### config.mk
export PLATFORM = sky130hd
export DESIGN_NAME = pll_loop_filter
export DESIGN_NICKNAME = d
export VERILOG_FILES = /design/src/rtl/pll_pkg.sv /design/src/rtl/pll_lock_detect.sv /design/src/rtl/pll_loop_filter.sv
export SDC_FILE = /design/constraint.sdc
export NUM_CORES = 1
export LEC_CHECK = 0
export CAP_MARGIN = 0
export CORE_MARGIN = 2
export CORE_UTILIZATION = 39
export DETAILED_ROUTE_END_ITERATION = 10
export DONT_BUFFER_PORTS = 1
export GPL_TIMING_DRIVEN = 1
export PLACE_DENSITY = 0.52
export SYNTH_ARGS = -nofsm -noshare
export SYNTH_HDL_FRONTEND = slang
export SYNTH_HIERARCHICAL = 1
export SYNTH_SLANG_ARGS = --single-unit
### constraint.sdc
create_clock -name clk -period 4.2 [get_ports clk]
set_input_delay 1.26 -clock clk [delete_from_list [all_inputs] [get_ports clk]]
set_output_delay 1.26 -clock clk [all_outputs]
set_load 0.05 [all_outputs]
### src/rtl/pll_pkg.sv
// pll_pkg: shared state encoding and default loop constants for the PLL loop filter.
package pll_pkg;

    typedef enum logic [1:0] {IDLE, ACQUIRE, TRACK, LOCKED} state_t;

    localparam int CW_DEF         = 10;
    localparam int KP_DEF         = 8;
    localparam int KI_DEF         = 1;
    localparam int ACQ_SHIFT_DEF  = 2;
    localparam int LOCK_COUNT_DEF = 8;
    localparam int UNLOCK_RUN_DEF = 4;

    function automatic int cnt_width(input int n);
        return n < 2 ? 1 : $clog2(n + 1);
    endfunction

endpackage

### src/rtl/pll_lock_detect.sv
// pll_lock_detect: tracks phase-detector alternations and same-direction runs.
// The first sample after a clear only seeds the previous direction.
module pll_lock_detect
    import pll_pkg::*;
#(
    parameter int LOCK_COUNT = LOCK_COUNT_DEF,
    parameter int UNLOCK_RUN = UNLOCK_RUN_DEF
) (
    input  logic clk,
    input  logic rst,
    input  logic clear,
    input  logic sample,
    input  logic dir,
    output logic toggle,
    output logic lock_hit,
    output logic unlock_hit
);

    localparam int AW = cnt_width(LOCK_COUNT);
    localparam int RW = cnt_width(UNLOCK_RUN);

    logic          seeded;
    logic          prev;
    logic          change;
    logic [AW-1:0] alt;
    logic [AW-1:0] alt_nx;
    logic [RW-1:0] run;
    logic [RW-1:0] run_nx;

    always_comb begin
        change     = seeded && (dir != prev);
        toggle     = sample && change;
        alt_nx     = !change ? '0 : (alt == AW'(LOCK_COUNT)) ? alt : alt + 1'b1;
        run_nx     = !seeded ? '0 : change ? RW'(1) : (run == RW'(UNLOCK_RUN)) ? run : run + 1'b1;
        lock_hit   = sample && (alt_nx == AW'(LOCK_COUNT));
        unlock_hit = sample && (run_nx == RW'(UNLOCK_RUN));
    end

    always_ff @(posedge clk or posedge rst) begin
        if (rst) begin
            seeded <= 1'b0;
            prev   <= 1'b0;
            alt    <= '0;
            run    <= '0;
        end else if (sample) begin
            seeded <= 1'b1;
            prev   <= dir;
            alt    <= alt_nx;
            run    <= run_nx;
        end else if (clear) begin
            seeded <= 1'b0;
        end
    end

endmodule

### src/rtl/pll_loop_filter.sv
// pll_loop_filter: bang-bang PI loop filter with acquire/track gain switching,
// saturating integrator and lock detection.
module pll_loop_filter
    import pll_pkg::*;
#(
    parameter int CW         = CW_DEF,
    parameter int KP         = KP_DEF,
    parameter int KI         = KI_DEF,
    parameter int ACQ_SHIFT  = ACQ_SHIFT_DEF,
    parameter int LOCK_COUNT = LOCK_COUNT_DEF,
    parameter int UNLOCK_RUN = UNLOCK_RUN_DEF
) (
    input  logic          clk,
    input  logic          rst,
    input  logic          enable,
    input  logic          dir,
    input  logic          dir_valid,
    output logic [CW-1:0] ctrl_word,
    output logic          ctrl_valid,
    output logic          locked,
    output logic          sat
);

    localparam int W = CW + 2;
    localparam logic [CW-1:0]       MID  = {1'b1, {(CW-1){1'b0}}};
    localparam logic signed [W-1:0] MAXV = {2'b00, {CW{1'b1}}};

    state_t               state;
    logic [CW-1:0]        integ;
    logic [CW-1:0]        integ_nx;
    logic [CW-1:0]        word_nx;
    logic signed [W-1:0]  ki_eff;
    logic signed [W-1:0]  kp_eff;
    logic signed [W-1:0]  i_sum;
    logic signed [W-1:0]  p_sum;
    logic                 upd;
    logic                 toggle;
    logic                 lock_hit;
    logic                 unlock_hit;

    // Sums are held at CW+2 signed bits so both over- and underflow clamp instead of wrapping.
    always_comb begin
        upd      = enable && dir_valid && (state != IDLE);
        ki_eff   = (state == ACQUIRE) ? W'(KI << ACQ_SHIFT) : W'(KI);
        kp_eff   = (state == ACQUIRE) ? W'(KP << ACQ_SHIFT) : W'(KP);
        i_sum    = {2'b00, integ} + (dir ? ki_eff : -ki_eff);
        integ_nx = i_sum[W-1] ? '0 : (i_sum > MAXV) ? '1 : i_sum[CW-1:0];
        p_sum    = {2'b00, integ_nx} + (dir ? kp_eff : -kp_eff);
        word_nx  = p_sum[W-1] ? '0 : (p_sum > MAXV) ? '1 : p_sum[CW-1:0];
    end

    pll_lock_detect #(
        .LOCK_COUNT (LOCK_COUNT),
        .UNLOCK_RUN (UNLOCK_RUN)
    ) u_lock (
        .clk        (clk),
        .rst        (rst),
        .clear      (state == IDLE),
        .sample     (upd),
        .dir        (dir),
        .toggle     (toggle),
        .lock_hit   (lock_hit),
        .unlock_hit (unlock_hit)
    );

    always_ff @(posedge clk or posedge rst) begin
        if (rst) begin
            state      <= IDLE;
            integ      <= MID;
            ctrl_word  <= MID;
            ctrl_valid <= 1'b0;
        end else begin
            ctrl_valid <= upd;
            if (upd) begin
                integ     <= integ_nx;
                ctrl_word <= word_nx;
            end
            if (!enable) begin
                state <= IDLE;
            end else begin
                case (state)
                    IDLE:    state <= ACQUIRE;
                    ACQUIRE: state <= toggle ? TRACK : ACQUIRE;
                    TRACK:   state <= lock_hit ? LOCKED : TRACK;
                    LOCKED:  state <= unlock_hit ? TRACK : LOCKED;
                    default: state <= IDLE;
                endcase
            end
        end
    end

    assign locked = (state == LOCKED);
    assign sat    = (integ == '0) || (integ == '1);

endmodule

==> reports/qor.csv <==
stage,metric,value,unit
status,status,finished with violations,
status,failing checks,setup timing,
route,routed vias,2370,
grt,first-pass GRT wire length,12.6,mm
floorplanning,die height,85.6,microns
synthesis,post-synthesis register bit count,32,
route,Routed Antenna Nets,0,
route,drt total wl,7.43,mm
power_and_ir_drop,Final Power,0.00310,W
final_layout,Layout area overhead,42.9,%
timing,Max Fclk,232,MHz
worst_hold_path,Hold Path Class,register to register,
timing,final hold vios,0,
route,Starting DRT DRC Count,104,
clock_tree,Clock Path Buffers,2,
floorplanning,Initial Utilization,0.407,
timing,max-slew violations,0,
worst_setup_path,crit path max fanout,16,
place,Port Buffer Count,0,
route,TritonRoute pass-1 iters,4,
grt,Total Routing Usage GR,0.219,
timing,Relative slew margins,0.330,
power_and_ir_drop,sw power,0.00145,W
power_and_ir_drop,Worst VDD drop,0.531,mV
synthesis,sequential cell area fraction in the yosys report,0.309,
grt,total grt overflow,0,
clock_tree,# hold bufs at CTS,0,
route,WL/cell,17.2,microns
clock_tree,clock slew at reported path FFs,0.07,ns
clock_tree,CTS Buf Count,5,
final_layout,layout cells sized above 1,0.427,
power_and_ir_drop,Clock power frac,0.097,
worst_setup_path,Critical Path RT,4.43,ns
timing,pin slew with the least headroom to its limit,1.00,ns
power_and_ir_drop,Internal,0.00165,W
place,DP HPWL,5.43,mm
floorplanning,DIE AREA,7330,sq um
route,DR vias/cell,5.50,
route,DRC violations left,0,
power_and_ir_drop,sequential power share,0.223,
final_layout,Final nets,379,
power_and_ir_drop,combinational power share,0.680,
timing,setup ws final,-0.112,ns
floorplanning,die width,85.6,microns
timing,min Tclk post-route,4.31,ns
synthesis,ys async rst share,1.00,
grt,largest net degree at the start of global routing,24,
synthesis,unique cell type count in the Yosys netlist,62,
synthesis,Gate Count Post-Synth,276,
timing,Final Skew,0.00842,ns
timing,RSZ-0062 raised after global routing,true,
clock_tree,CTS Sinks,32,
floorplanning,total core area,6390,sq um
synthesis,predominant post-synthesis flop cell,dfrtp_1,
clock_tree,"Clk Latency, worst-skew pair",0.29,ns
floorplanning,Rows,29,
clock_tree,CTS H-tree depth,2,
synthesis,number of synthesized flops with an enable pin,0,
grt,vias in the first global route,2481,
worst_setup_path,Setup Crit Path Kind,primary input to register,
timing,endpoints failing setup,10,
grt,antenna violations before repair,0,
synthesis,Mean Syn Cell Area,9.42,sq um
synthesis,Mapped Nets,302,
synthesis,area of the mapped netlist,2600,sq um
power_and_ir_drop,switch share,0.467,
final_layout,final core occ,0.582,
worst_setup_path,CP Capture Type,register,
timing,final period utilization,1.03,
worst_setup_path,crit start category,primary input,
worst_setup_path,WP data arrival,4.55,ns
flow_run,max-cap viol count,0,
floorplanning,I/O pin total,18,
place,gp weighted congestion,0.894,
synthesis,Syn. warnings,6,
power_and_ir_drop,pwr/cell area,835,nW/um^2
clock_tree,root buffer cell,clkbuf_8,
clock_tree,CTS tree,yes,
power_and_ir_drop,static leakage,1.62,nW
final_layout,antenna fix cells,0,
==> state kept, by name, indices dropped and copies added, names as in the netlist <==
name	cells
ctrl_valid	1
u_lock/prev	1
integ	10
state	2
u_lock/seeded	1
u_lock/alt	4
ctrl_word	10
u_lock/run	3
==> layout by cell type, fill, tap and decap left out, types with 3 or more instances in the layout <==
cell	synthesis	routed
buf_4	0	71
dfrtp_1	30	30
nand2_1	27	26
o21ai_0	17	16
a21oi_1	18	15
inv_1	17	13
xnor2_1	12	11
a21o_1	10	10
ha_4	0	9
ha_1	19	8
o211ai_1	7	7
nor2_1	8	7
a221o_1	7	7
a21oi_2	3	6
mux2_2	6	6
inv_2	2	5
o21a_1	5	5
clkbuf_8	0	5
buf_6	0	5
nor3_1	4	4
and3_1	5	3
a221oi_4	2	3
nand4_1	3	3
and3_4	1	3
nand3_1	6	3
nor2b_1	5	3
==> worst paths after layout <==
| kind | cells past startpoint | from | slack, ns | endpoint |
|---|---|---|---|---|
| setup / recovery | 19 | dir | -0.11 | ctrl_word[7] |
| hold / removal | 2 | u_lock/run[1] | 0.55 | u_lock/run[1] |
| setup reg to reg | 20 | state[1] | 0.14 | ctrl_word[7] |
| hold reg to reg | 2 | u_lock/run[1] | 0.55 | u_lock/run[1] |
| max in group asynchronous | 1 | rst | 2.59 | state[0] |
| min in group asynchronous | 1 | rst | 0.83 | u_lock/alt[0] |
==> power groups by stage <==
stage               clock [W]  sequential (W)  combinational, W
floorplan                   0        0.000645           0.00111
global placement            0        0.000683           0.00170
detailed placement          0        0.000684           0.00170
CTS                  0.000306        0.000691           0.00194
global route         0.000319        0.000706           0.00230
finish               0.000301        0.000692           0.00211
==> cell families after synthesis <==
family,Yosys count,share of synthesized area
fa+ha+maj,21,0.107
simple gates,74,0.154
flops,32,0.309
buf+inv,27,0.0409
compound gates,99,0.302
xor+xnor,15,0.0534
mux,8,0.0342
==> metrics by stage <==
| step | area [sq um] | hold slack (ns) | setup TNS [ns] | cells | setup slack (ns) |
|---|---|---|---|---|---|
| 2_1_floorplan | 2680 | 0.497 | -5.35 | 276 | -0.589 |
| 5_1_grt | 3710 | 0.601 | -2.25 | 431 | -0.244 |
| 3_5_place_dp | 3190 | 0.542 | -5.89 | 407 | -0.618 |
| 3_3_place_gp | 3190 | 0.527 | -5.23 | 407 | -0.543 |
| 6_report | 3710 | 0.549 | -0.926 | 431 | -0.112 |
| 4_1_cts | 3570 | 0.552 | -0.589 | 424 | -0.0732 |
==> critical path: stages <==
cell	delay [ns]
clkinv_16	0.04
and2_4	0.15
ha_4	0.23
a211oi_4	0.31
o21ai_4	0.12
a221oi_2	0.24
buf_4	0.21
xnor2_4	0.15
o21a_1	0.19
ha_2	0.20
inv_2	0.04
fa_2	0.34
inv_2	0.06
a21o_1	0.17
buf_6	0.14
a211oi_2	0.06
o31ai_1	0.26
o311a_1	0.23
a221o_1	0.13
==> cells in the mapped netlist (3+ instances only) <==
| library cell | n | area (sq um) |
|---|---|---|
| inv_1 | 17 | 63.8 |
| and3_1 | 5 | 31.3 |
| nand2_1 | 27 | 101 |
| ha_1 | 19 | 238 |
| xnor2_1 | 12 | 105 |
| nor2_1 | 8 | 30.0 |
| a21o_1 | 10 | 75.1 |
| o211ai_1 | 7 | 52.6 |
| nor2b_1 | 5 | 31.3 |
| nand3_1 | 6 | 30.0 |
| buf_2 | 4 | 20.0 |
| a21oi_1 | 18 | 90.1 |
| nand4_1 | 3 | 18.8 |
| o21ai_0 | 17 | 85.1 |
| nor3_1 | 4 | 20.0 |
| mux2_2 | 6 | 67.6 |
| a211oi_1 | 3 | 22.5 |
| a21oi_2 | 3 | 26.3 |
| a221o_1 | 7 | 70.1 |
| dfrtp_1 | 30 | 751 |
| o21ai_1 | 3 | 15.0 |
| o21a_1 | 5 | 37.5 |
| o31ai_1 | 4 | 30.0 |
==> final cells by class <==
cell class | count | area, sq um
clock buffer | 6 | 72.6
timing repair buffer | 77 | 609
multi-input combinational | 217 | 2000
tap | 77 | 96.3
clock inverter | 2 | 35.0
inverter | 20 | 101
fill | 564 | 2670
sequential | 32 | 803
==> metal layers <==
| metal | vias up | track usage | wire length, microns |
|---|---|---|---|
| met5 | - | 0 | 0 |
| met4 | 0 | 0.0620 | 119 |
| met3 | 11 | 0.0404 | 243 |
| met2 | 53 | 0.351 | 3430 |
| met1 | 1123 | 0.304 | 3640 |
| li1 | 1183 | - | - |
==> repair_timing <==
action,CTS,global route
pin swaps,22,22
setup buffers,9,7
endpoints found under the setup margin,10,10
resized for setup,31,17
Note: power is estimated with default switching activity, not from simulation.
